**src/rtl/lc3_datapath_p.sv**
```systemverilog
// Parametrised LC-3 datapath: bus, register file, ALU, address adder, architectural
// registers, CC/BEN, sticky bus-contention flag and a wait-state FSM on MDR reads.
module lc3_datapath_p #(
  parameter int unsigned DATA_W   = 16,
  parameter logic [15:0] RESET_PC = 16'h0000
) (
  input  logic              Clk,
  input  logic              Reset,
  input  logic              LD_MAR,
  input  logic              LD_MDR,
  input  logic              LD_IR,
  input  logic              LD_BEN,
  input  logic              LD_CC,
  input  logic              LD_REG,
  input  logic              LD_PC,
  input  logic              LD_LED,
  input  logic              GatePC,
  input  logic              GateMDR,
  input  logic              GateALU,
  input  logic              GateMARMUX,
  input  logic              SR2MUX,
  input  logic              ADDR1MUX,
  input  logic              DRMUX,
  input  logic              SR1MUX,
  input  logic              MIO_EN,
  input  logic [1:0]        PCMUX,
  input  logic [1:0]        ADDR2MUX,
  input  logic [1:0]        ALUK,
  input  logic [DATA_W-1:0] MDR_In,
  input  logic              MDR_In_valid,
  output logic              BEN,
  output logic [2:0]        CC,
  output logic [DATA_W-1:0] IR,
  output logic [DATA_W-1:0] MDR,
  output logic [DATA_W-1:0] MAR,
  output logic [DATA_W-1:0] PC,
  output logic [DATA_W-1:0] LED,
  output logic              Mem_Wait,
  output logic              Bus_Err
);

  localparam logic [DATA_W-1:0] PC_RST = DATA_W'(RESET_PC);

  typedef enum logic {S_IDLE = 1'b0, S_WAIT = 1'b1} mdr_state_e;

  mdr_state_e        state_q, state_d;
  logic [DATA_W-1:0] pc_q, pc_d;
  logic [DATA_W-1:0] mar_q, mar_d;
  logic [DATA_W-1:0] mdr_q, mdr_d;
  logic [DATA_W-1:0] ir_q, ir_d;
  logic [DATA_W-1:0] led_q, led_d;
  logic [2:0]        cc_q, cc_d;
  logic              ben_q, ben_d;
  logic              bus_err_q, bus_err_d;
  logic              mem_wait_q, mem_wait_d;
  logic [DATA_W-1:0] rf_q [8];
  logic [DATA_W-1:0] rf_d [8];

  logic [15:0]       ir16;
  logic [2:0]        sr1_idx, sr2_idx, dr_idx;
  logic [DATA_W-1:0] sr1, sr2;
  logic [DATA_W-1:0] sext5, sext6, sext9, sext11;
  logic [DATA_W-1:0] addr1, addr2, adder;
  logic [DATA_W-1:0] alu_b, alu_out;
  logic [DATA_W-1:0] bus;
  logic              multi_gate;
  logic [2:0]        cc_c;

  // Instruction field decode always comes from the low 16 bits of IR.
  assign ir16    = ir_q[15:0];
  assign sr1_idx = SR1MUX ? ir16[8:6] : ir16[11:9];
  assign sr2_idx = ir16[2:0];
  assign dr_idx  = DRMUX ? 3'b111 : ir16[11:9];
  assign sr1     = rf_q[sr1_idx];
  assign sr2     = rf_q[sr2_idx];

  assign sext5  = {{(DATA_W-5){ir16[4]}},   ir16[4:0]};
  assign sext6  = {{(DATA_W-6){ir16[5]}},   ir16[5:0]};
  assign sext9  = {{(DATA_W-9){ir16[8]}},   ir16[8:0]};
  assign sext11 = {{(DATA_W-11){ir16[10]}}, ir16[10:0]};

  // Address adder.
  always_comb begin
    addr2 = '0;
    case (ADDR2MUX)
      2'b00: addr2 = '0;
      2'b01: addr2 = sext6;
      2'b10: addr2 = sext9;
      2'b11: addr2 = sext11;
      default: addr2 = '0;
    endcase
  end
  assign addr1 = ADDR1MUX ? sr1 : pc_q;
  assign adder = addr1 + addr2;

  // ALU.
  assign alu_b = SR2MUX ? sext5 : sr2;
  always_comb begin
    alu_out = '0;
    case (ALUK)
      2'b00: alu_out = sr1 + alu_b;
      2'b01: alu_out = sr1 & alu_b;
      2'b10: alu_out = ~sr1;
      2'b11: alu_out = sr1;
      default: alu_out = '0;
    endcase
  end

  // Priority bus mux; contention is any pair of gates asserted together.
  always_comb begin
    bus = '0;
    if (GatePC)          bus = pc_q;
    else if (GateMDR)    bus = mdr_q;
    else if (GateALU)    bus = alu_out;
    else if (GateMARMUX) bus = adder;
  end
  assign multi_gate = (GatePC & (GateMDR | GateALU | GateMARMUX)) |
                      (GateMDR & (GateALU | GateMARMUX)) |
                      (GateALU & GateMARMUX);

  always_comb begin
    cc_c = 3'b001;
    if (bus == '0)              cc_c = 3'b010;
    else if (bus[DATA_W-1])     cc_c = 3'b100;
  end

  // Next-state for architectural registers and the MDR wait FSM.
  always_comb begin
    pc_d      = pc_q;
    mar_d     = mar_q;
    mdr_d     = mdr_q;
    ir_d      = ir_q;
    led_d     = led_q;
    cc_d      = cc_q;
    ben_d     = ben_q;
    bus_err_d = bus_err_q | multi_gate;
    state_d   = state_q;
    rf_d      = rf_q;

    if (LD_PC) begin
      case (PCMUX)
        2'b00: pc_d = pc_q + DATA_W'(1);
        2'b01: pc_d = bus;
        2'b10: pc_d = adder;
        2'b11: pc_d = PC_RST;
        default: pc_d = pc_q;
      endcase
    end
    if (LD_MAR) mar_d = bus;
    if (LD_IR)  ir_d  = bus;
    if (LD_LED) led_d = ir_q;
    if (LD_CC)  cc_d  = cc_c;
    if (LD_BEN) ben_d = |(ir16[11:9] & cc_q);
    if (LD_REG) rf_d[dr_idx] = bus;

    case (state_q)
      S_IDLE: begin
        if (LD_MDR) begin
          if (!MIO_EN)          mdr_d   = bus;
          else if (MDR_In_valid) mdr_d  = MDR_In;
          else                  state_d = S_WAIT;
        end
      end
      S_WAIT: begin
        if (MDR_In_valid) begin
          mdr_d   = MDR_In;
          state_d = S_IDLE;
        end
      end
      default: state_d = S_IDLE;
    endcase
    mem_wait_d = (state_d == S_WAIT);
  end

  always_ff @(posedge Clk) begin
    if (Reset) begin
      state_q    <= S_IDLE;
      pc_q       <= PC_RST;
      mar_q      <= '0;
      mdr_q      <= '0;
      ir_q       <= '0;
      led_q      <= '0;
      cc_q       <= 3'b000;
      ben_q      <= 1'b0;
      bus_err_q  <= 1'b0;
      mem_wait_q <= 1'b0;
      for (int i = 0; i < 8; i++) rf_q[i] <= '0;
    end else begin
      state_q    <= state_d;
      pc_q       <= pc_d;
      mar_q      <= mar_d;
      mdr_q      <= mdr_d;
      ir_q       <= ir_d;
      led_q      <= led_d;
      cc_q       <= cc_d;
      ben_q      <= ben_d;
      bus_err_q  <= bus_err_d;
      mem_wait_q <= mem_wait_d;
      rf_q       <= rf_d;
    end
  end

  assign BEN      = ben_q;
  assign CC       = cc_q;
  assign IR       = ir_q;
  assign MDR      = mdr_q;
  assign MAR      = mar_q;
  assign PC       = pc_q;
  assign LED      = led_q;
  assign Mem_Wait = mem_wait_q;
  assign Bus_Err  = bus_err_q;

endmodule

```
**config.mk**
```make
export PLATFORM = sky130hd
export DESIGN_NAME = lc3_datapath_p
export DESIGN_NICKNAME = d
export VERILOG_FILES = /design/src/rtl/lc3_datapath_p.sv
export SDC_FILE = /design/constraint.sdc
export NUM_CORES = 1
export LEC_CHECK = 0
export BUFFER_PORTS_ARGS = -buffer_cell sky130_fd_sc_hd__buf_2
export CAP_MARGIN = 25
export CORE_MARGIN = 4
export CORE_UTILIZATION = 61
export CTS_CLUSTER_DIAMETER = 120
export CTS_CLUSTER_SIZE = 14
export DETAILED_ROUTE_END_ITERATION = 7
export MAX_ROUTING_LAYER = met4
export PLACE_DENSITY = 0.82
export SLEW_MARGIN = 20
export SYNTH_ARGS = -nofsm -noshare
export SYNTH_HDL_FRONTEND = slang
export SYNTH_SLANG_ARGS = --single-unit
```
**constraint.sdc**
```tcl
create_clock -name Clk -period 11.5 [get_ports Clk]
set_input_delay 1.15 -clock Clk [delete_from_list [all_inputs] [get_ports Clk]]
set_output_delay 1.15 -clock Clk [all_outputs]
set_load 0.01 [all_outputs]
```
Word-level counts from Yosys, hierarchy flattened
Cells that the tools add are included.
{ "op_classes": {"addsub": 3, "order_cmp": 4, "bitwise_logic": 16, "muxes": 30, "n_eq_ne": 10, "reduce_logical": 6} }
{ "op_table": {"columns": ["op", "count"], "rows": [
  ["$mux 16", 14],
  ["$pmux 16 s4", 3],
  ["$bwmux 128", 1],
  ["$bmux 16 s3", 2],
  ["$demux 16 s3", 1],
  ["$add 16x16->16", 2],
  ["$pmux 16 s2", 1],
  ["$add 16x1->16 const B", 1],
  ["$and 16x16->16", 1],
  ["$logic_not 16->1", 1],
  ["$not 16->16", 1],
  ["$eq 2x2->1 const B", 6],
  ["$ge 4x4->1 const B", 3],
  ["$mux 3", 4],
  ["$not 3->4", 3],
  ["$eq 2x1->1 const B", 3],
  ["$logic_not 2->1", 3],
  ["$or 1x1->1", 6],
  ["$lt 4x1->1 const B", 1],
  ["$and 1x1->1", 3],
  ["$and 3x3->3", 1],
  ["$mux 1", 3],
  ["$reduce_or 3->1", 1],
  ["$ne 2x2->1 const B", 1],
  ["other kinds (3)", 3]
]} }
{ "totals": {"output_inout_bits": 86, "regBits": 214, "inputBits": 42} }

Longest topological paths before layout
Gate-level depths: netlist of run 1.
{ "depth": {"word_depth": 14, "mapped_depth": 21} }

Worst setup path after synthesis of run 1
No wires, ideal clock.
{ "synth_path": {"path_kind": "input to register", "startpoint": "input SR1MUX", "endpoint": "register cc_q[1], in the netlist CC[1]", "required_ns": 11.408, "path_buffers": 3, "setup_time_ns": 0.092, "path_stages": 18, "path_slack_ns": 5.867, "arrival_ns": 5.541, "cell_sequence": "mux2i_1 buf_6 buf_6 buf_6 mux4_2 mux2_2 mux2_2 ha_1 a211oi_1 o21bai_1 a2111o_1 o21ai_0 xnor2_1 and2_1 o41a_1 or4_1 or3_1 o32ai_1"} }
{ "synth_between": {"elab_chain_cells": 13, "word_cells_on_any_way": 17, "cone_classes": "add/sub: 2; mux: 11; bitwise: 3; reduce/logical: 1"} }
{ "synth_lines": {"columns": ["element", "line_no", "source"], "rows": [
  ["start: declaration", "24", "input logic SR1MUX,"],
  ["$mux 3 (*)", "71", "assign sr1_idx = SR1MUX ? ir16[8:6] : ir16[11:9];"],
  ["$not 3->4 (implied by the code) (*)", "74", "assign sr1 = rf_q[sr1_idx];"],
  ["$bmux 16 s3 (*)", "74", null],
  ["$mux 16 (implied by the code) (*) (2 in series)", "74", null],
  ["$mux 16", "93", "assign addr1 = ADDR1MUX ? sr1 : pc_q;"],
  ["$add 16x16->16", "94", "assign adder = addr1 + addr2;"],
  ["$mux 16", "115", "else if (GateMARMUX) bus = adder;"],
  ["$mux 16 (*)", "114", "else if (GateALU) bus = alu_out;"],
  ["$mux 16 (*)", "113", "else if (GateMDR) bus = mdr_q;"],
  ["$mux 16 (*)", "112", "if (GatePC) bus = pc_q;"],
  ["$logic_not 16->1 (*)", "123", "if (bus == '0) cc_c = 3'b010;"],
  ["$mux 3 (*)", "123", null],
  ["end signal: assignment", "183", "cc_q <= 3'b000;"],
  ["end signal: assignment", "195", "cc_q <= cc_d;"],
  ["end: declaration", "52", "logic [2:0] cc_q, cc_d;"]
]} }
Mark *: on every way between the ends. The rest lies on a longest branch, timed or not. The select of a mux whose other input is x is not followed.
A chain may end at the register's enable or synchronous reset.

Worst setup path in the final report of run 1
{ "layout_path": {"startpoint": "input SR1MUX", "endpoint": "register cc_q[0], in the netlist CC[0]"} }
{ "layout_between": {"elab_chain_cells": 13, "word_cells_on_any_way": 18, "cone_classes": "add/sub: 2; mux: 12; bitwise: 3; reduce/logical: 1"} }
{ "layout_lines": {"columns": ["element", "line_no"], "rows": [
  ["$mux 3 (*)", "71"],
  ["$not 3->4 (implied by the code) (*)", "74"],
  ["$bmux 16 s3 (*)", "74"],
  ["$mux 16 (implied by the code) (*) (2 in series)", "74"],
  ["$mux 16", "93"],
  ["$add 16x16->16", "94"],
  ["$mux 16", "115"],
  ["$mux 16 (*)", "114"],
  ["$mux 16 (*)", "113"],
  ["$mux 16 (*)", "112"],
  ["$logic_not 16->1 / $mux 3 (equally long branches)", "123, 124"],
  ["$mux 3 (*)", "123"]
]} }
Marks and branches as above.

==> results of run 1 <==
## cell families (layout without fill, tap and decap cells)
| group | after synthesis | count (layout) | share of synthesized area (%) |
|---|---|---|---|
| buffers and inverters | 168 | 212 | 5.19 |
| and+or+nand+nor | 547 | 547 | 18.0 |
| AOI/OAI and AO/OA | 405 | 405 | 19.6 |
| adders and majority gates | 34 | 34 | 3.37 |
| xor gates and xnor gates | 49 | 49 | 3.40 |
| DFF | 214 | 214 | 32.8 |
| muxes | 145 | 145 | 17.8 |
## cell usage in the layout (no fill, tap or decap), types with 7 or more instances in the layout
cell and count:
a211oi_1 89, a21o_1 12, a21oi_1 162, a31oi_1 7, buf_2 127, buf_4 26, clkbuf_16 19, dfxtp_1 212
ha_1 32, inv_1 33, mux2_2 11, mux2i_1 64, mux4_1 8, mux4_2 54, nand2_1 171, nand2b_1 8
nand3_1 9, nand3b_1 11, nor2_1 257, nor2b_1 12, nor3_1 28, nor3b_1 9, o21a_1 11, o21ai_0 59
o221ai_1 9, or3_1 7, xnor2_1 31, xor2_1 16
## through the flow
stage | hold slack, ns | power (mW) | area (sq um) | worst slack [ns]
floorplan | 0.441 | 1.08 | 13100 | 5.87
global placement | 0.438 | 1.20 | 13800 | 5.14
detailed placement | 0.446 | 1.21 | 13800 | 5.03
CTS | 0.457 | 1.76 | 14300 | 5.53
global route | 0.475 | 1.83 | 14300 | 5.07
finish | 0.455 | 1.77 | 14300 | 5.32
## final timing paths
check                      from                 end  slack, ns
max                      SR1MUX  CC[0]$_SDFFE_PP0P_       5.32
min          Bus_Err$_SDFF_PP0_  Bus_Err$_SDFF_PP0_       0.46
max reg2reg  IR[7]$_SDFFE_PP0P_  CC[0]$_SDFFE_PP0P_       5.82
min reg2reg  Bus_Err$_SDFF_PP0_  Bus_Err$_SDFF_PP0_       0.46
## layer usage
layer | vias to the layer above | wire, um | part of all wire, % | track usage, %
met5 | - | 0 | 0 | -
met4 | 0 | 1990 | 4.6 | 14.8
met3 | 150 | 4690 | 11 | 6.52
met2 | 806 | 19000 | 44 | 53.4
met1 | 5868 | 17200 | 40 | 48.6
li1 | 5671 | - | - | -
## power groups by stage
| stage | logic, mW | registers (mW) | clock network, mW |
|---|---|---|---|
| 2_1_floorplan | 0.259 | 0.818 | 0 |
| 3_3_place_gp | 0.376 | 0.826 | 0 |
| 3_5_place_dp | 0.381 | 0.827 | 0 |
| 4_1_cts | 0.384 | 0.811 | 0.568 |
| 5_1_grt | 0.422 | 0.815 | 0.597 |
| 6_report | 0.394 | 0.812 | 0.568 |
## cell type report
| cell class | count | area share [%] |
|---|---|---|
| Sequential cell | 214 | 30.0 |
| Inverter | 37 | 0.971 |
| Clock buffer | 19 | 3.32 |
| Timing Repair Buffer | 155 | 5.99 |
| Tap cell | 275 | 2.40 |
| Multi-Input combinational cell | 1180 | 57.3 |
| Clock inverter | 1 | 0.0787 |
## critical path: stages
cell and delay [ns]:
buf_2 0.20, mux2i_4 0.24, buf_4 0.42, mux4_1 0.61, mux2i_1 0.70, a21oi_1 0.20
ha_1 0.37, a21oi_1 0.17, o21ai_0 0.09, a21oi_1 0.33, a21oi_1 0.20, a221oi_1 0.34
xnor2_1 0.15, o31a_1 0.26, o211ai_2 0.72, or3b_2 0.27, o32ai_1 0.07
## sequential cells by signal, summed over array words and instances, names as in the netlist
register / flops
BEN: 1
MAR: 16
IR: 16
PC: 16
MDR: 16
Mem_Wait: 1
LED: 16
Bus_Err: 1
CC: 3
rf_q: 128
==> impl_metrics.csv, run 1 <==
group,metric,value,unit
power,combPwrFrac,22.2,%
cells_and_area,nFillCells,1697,
cells_and_area,areaGrowthSynthToFinish,9.43,%
synth,synth_seq_cells,214,
grt,grt_use_total,35.9,%
cells_and_area,diodes,0,
synth,ys.flop_type,"dfxtp_1",
grt,grt_max_degree,116,
routing,ant_nets,0,
timing,min_period,6.18,ns
critical_path,startpoint_type,"primary input",
power,power.leakage,5.72,nW
floorplanning,start_util,62.2,%
synth,yosysWarningCount,0,
critical_path,crit_arrival,6.52,ns
cells_and_area,regArea,0.00429,sq mm
worst_hold_path,hold_depth,2,
routing,dr.first_iter.drc_count,1521,
synth,seq_area_frac_synth,32.8,%
synth,avgSynthCellArea,8.37,sq um
critical_path,rr_worst_depth,16,
power,ir_drop,126,uV
placement,dp_cells,1859,
power,intPower,1.21,mW
placement,gp_congestion,1.06,
run,drv_cap,0,
timing,tns,0,ns
synth,syn_inst,1562,
routing,wl,42.9,mm
power,clockPowerShare,32.0,%
synth,ys_top_cells_by_area,"dfxtp_1, mux4_2, nor2_1, a21oi_1, a211oi_1",
synth,syn-num-nets,1638,
routing,routedWlPerCell,22.8,um
timing,maxSlewHeadroom,25.4,%
floorplanning,core,0.0210,sq mm
synth,synthMostInstantiatedCell,"nor2_1",
timing,worstMarginPinSlew,1.11,ns
timing,setup_viol,0,
grt,grt_pass1_vias,11700,
synth,synth-edff-count,0,
placement,dp_hpwl,30.0,mm
synth,yosys-top-cells-count,"nor2_1, dfxtp_1, nand2_1",
worst_hold_path,min_path_type,"register to register",
routing,via_per_inst,6.64,
routing,drc,0,
timing,fmax,162,MHz
floorplanning,ioPinCount,128,
timing,hold_viol_final,0,
clock_network,cts_setup_buffers,0,
outcome,status,"finished clean",
cells_and_area,fin_cells,1881,
power,power_density,124,mW/mm^2
clock_network,cts-buffers-inserted,19,
clock_network,htree_levels,1,
floorplanning,dieHeight,154,um
critical_path,worstSetupEndpointType,"register",
placement,port_buffers,127,
clock_network,cts_sinks,214,
timing,report.final.slew_viol_count,0,
synth,yosysUniqueCellTypes,76,
clock_network,cts_resized,0,
timing,rsz0062_at_grt,"no",
clock_network,clockRootBuffer,"clkbuf_16",
grt,grt_pass1_wl,66.6,mm
clock_network,clk_pin_slew,0.07,ns
grt,antenna_found_initial,0,
clock_network,clk_latency,0.49,ns
grt,grt_overflow,0,
critical_path,cp_max_fo,26,
clock_network,clockBufferDepth,3,
critical_path,crit_required,11.84,ns
cells_and_area,final_nets,1683,
synth,synth.top_cell.area_share,32.8,%
floorplanning,num_rows,53,
clock_network,cts_tree,"done",
timing,finClkSkew,0.0206,ns
power,p_switching,0.562,mW
power,switching_share,31.7,%
timing,fin_crit_sh,53.8,%
synth,async_reset_ff_share,0,%
synth,synth.largest_area_cell,"dfxtp_1",
routing,drt-pass1-iter-count,5,
floorplanning,fp.dieW,154,um
clock_network,cts_hold_buf,0,
critical_path,crit_type,"primary input to register",
routing,vias,12500,
cells_and_area,multi_input_area,0.00819,sq mm
cells_and_area,layout-drive-gt1-share,17.1,%
cells_and_area,final_util,68.1,%
power,power_frac_seq,45.8,%
floorplanning,dieArea,0.0238,sq mm
synth,syn-cell-area,0.0131,sq mm
Power figures use the tool's default switching activity.
==> inputs of run 2 (changes only) <==
--- a/config.mk
+++ b/config.mk
@@ -8,12 +8,12 @@
 export BUFFER_PORTS_ARGS = -buffer_cell sky130_fd_sc_hd__buf_2
 export CAP_MARGIN = 25
 export CORE_MARGIN = 4
-export CORE_UTILIZATION = 61
+export CORE_UTILIZATION = 60
 export CTS_CLUSTER_DIAMETER = 120
 export CTS_CLUSTER_SIZE = 14
 export DETAILED_ROUTE_END_ITERATION = 7
 export MAX_ROUTING_LAYER = met4
-export PLACE_DENSITY = 0.82
+export PLACE_DENSITY = 0.81
 export SLEW_MARGIN = 20
 export SYNTH_ARGS = -nofsm -noshare
 export SYNTH_HDL_FRONTEND = slang
==> constraint.sdc (replaced) <==
create_clock -name Clk -period 6.3 [get_ports Clk]
set_input_delay 0.63 -clock Clk [delete_from_list [all_inputs] [get_ports Clk]]
set_output_delay 0.63 -clock Clk [all_outputs]
set_load 0.01 [all_outputs]
==> run 2 against run 1 <==
Effect of this change:
- utilization increased by 0.22 points
- clock skew is 0.024 ns higher
- highest routed layer unchanged
- hold slack lost 0.13 ns
- die area rose by 1.6%
- critical endpoint is now CC[1]$_SDFFE_PP0P_
==> impl_metrics.csv, run 2 (synthesized netlist as in run 1, its figures left out) <==
group,metric,value,unit
critical_path,crit_arrival,5.63,ns
critical_path,reg2reg_from,"IR[11]$_SDFFE_PP0P_",
cells_and_area,layout-drive-gt1-share,17.9,%
floorplanning,core,0.0212,sq mm
placement,port_buffers,127,
routing,via_per_inst,6.63,
routing,drc,0,
power,ir_drop,255,uV
clock_network,cts-buffers-inserted,19,
grt,antenna_found_initial,3,
routing,wl,44.5,mm
critical_path,cp_max_fo,14,
critical_path,startpoint_type,"register",
clock_network,clk_pin_slew,0.07,ns
clock_network,htree_levels,1,
clock_network,cts_resized,0,
critical_path,crit_required,6.71,ns
clock_network,cts_tree,"done",
floorplanning,start_util,61.6,%
critical_path,crit_type,"register to register",
cells_and_area,final_nets,1699,
timing,hold_viol_final,0,
routing,drt-pass1-iter-count,8,
worst_hold_path,min_path_type,"primary input to register",
run,drv_cap,0,
floorplanning,fp.dieW,156,um
placement,dp_cells,1873,
cells_and_area,fin_cells,1902,
clock_network,clockBufferDepth,3,
timing,report.final.slew_viol_count,0,
placement,dp_hpwl,31.5,mm
cells_and_area,areaGrowthSynthToFinish,10.8,%
grt,grt_overflow,0,
timing,maxSlewHeadroom,26.3,%
grt,grt_max_degree,154,
routing,dr.first_iter.drc_count,1611,
placement,gp_congestion,1.04,
timing,fmax,192,MHz
cells_and_area,final_cell_mix,"nor2_1, dfxtp_1, nand2_1",
cells_and_area,nFillCells,1773,
routing,vias,12600,
floorplanning,ioPinCount,128,
clock_network,cts_sinks,214,
timing,fin_crit_sh,82.9,%
worst_hold_path,worstHoldStart,"LD_BEN",
cells_and_area,final_common_cell,"nor2_1",
floorplanning,dieHeight,156,um
outcome,status,"finished clean",
clock_network,clk_latency,0.53,ns
timing,setup_viol,0,
grt,grt_pass1_vias,12100,
cells_and_area,regMostFlops,"rf_q",
power,total_power,3.28,mW
clock_network,cts_hold_buf,0,
routing,ant_nets,0,
grt,grt_pass1_wl,69.2,mm
cells_and_area,largest_reg_flops,128,
timing,worstMarginPinSlew,1.11,ns
critical_path,startpoint,"IR[11]$_SDFFE_PP0P_",
routing,routedWlPerCell,23.4,um
timing,min_period,5.22,ns
power,power_density,227,mW/mm^2
timing,tns,0,ns
floorplanning,dieArea,0.0242,sq mm
timing,rsz0062_at_grt,"no",
timing,finClkSkew,0.0443,ns
power,power.leakage,5.81,nW
critical_path,worstSetupEndpointType,"register",
clock_network,clockRootBuffer,"clkbuf_16",
clock_network,cts_setup_buffers,0,
floorplanning,num_rows,53,
grt,grt_use_total,37.3,%
-- run 2: final timing paths --
kind | cells after the start | endpoint | slack, ns
hold reg to reg | 2 | Bus_Err$_SDFF_PP0_ | 0.45
hold / removal | 2 | BEN$_SDFFE_PP0P_ | 0.32
setup / recovery | 18 | CC[1]$_SDFFE_PP0P_ | 1.08
setup reg to reg | 18 | CC[1]$_SDFFE_PP0P_ | 1.08
-- run 2: worst max-delay path: stages, from the launching register on --
cell and delay, ns:
dfxtp_1 0.47, mux2i_4 0.61, buf_4 0.26, mux2i_1 0.19, mux2_2 0.22, mux2_2 0.16, ha_1 0.18, inv_1 0.07
fa_1 0.45, nand2b_1 0.18, a21oi_1 0.21, o21ai_0 0.26, o21ai_0 0.43, mux2_2 0.24, a211oi_1 0.06, a211oi_2 0.49
nand4_1 0.17, or3_1 0.35, o32ai_1 0.12
-- run 2: area by class of cell --
class	instances	area, sq um	area share (%)
clock buffer	20	479	3.31
tap	275	344	2.37
inverter	37	139	0.959
sequential	214	4290	29.6
antenna	3	7.51	0.0518
clock inverter	2	20.0	0.138
timing repair buffer	171	1020	7.04
multi-input combinational	1180	8190	56.5
-- run 2: through the flow --
| step | instance area, sq um | worst slack, ns | hold WS (ns) | util, % |
|---|---|---|---|---|
| floorplan | 13100 | 1.19 | 0.441 | - |
| global placement | 13900 | 0.852 | 0.434 | 65.6 |
| detailed placement | 13900 | 0.828 | 0.444 | 65.6 |
| CTS | 14400 | 1.18 | 0.316 | 67.9 |
| global route | 14500 | 0.682 | 0.344 | 68.3 |
| finish | 14500 | 1.08 | 0.322 | 68.3 |
-- run 2: report_power, final --
group	leakage, nW	total, mW	switching (mW)	internal (mW)
registers	1.74	1.48	0.0734	1.41
logic	3.82	0.741	0.462	0.278
clock network	0.246	1.06	0.516	0.543
-- run 2: metal layers --
| metal | share of wire (%) | wire [um] | track usage [%] | up-vias |
|---|---|---|---|---|
| li1 | - | - | - | 5719 |
| met1 | 40 | 17600 | 49.2 | 5959 |
| met2 | 44 | 19700 | 53.9 | 789 |
| met3 | 12 | 5170 | 9.68 | 150 |
| met4 | 4.4 | 1960 | 17.1 | 0 |
| met5 | 0 | 0 | - | - |
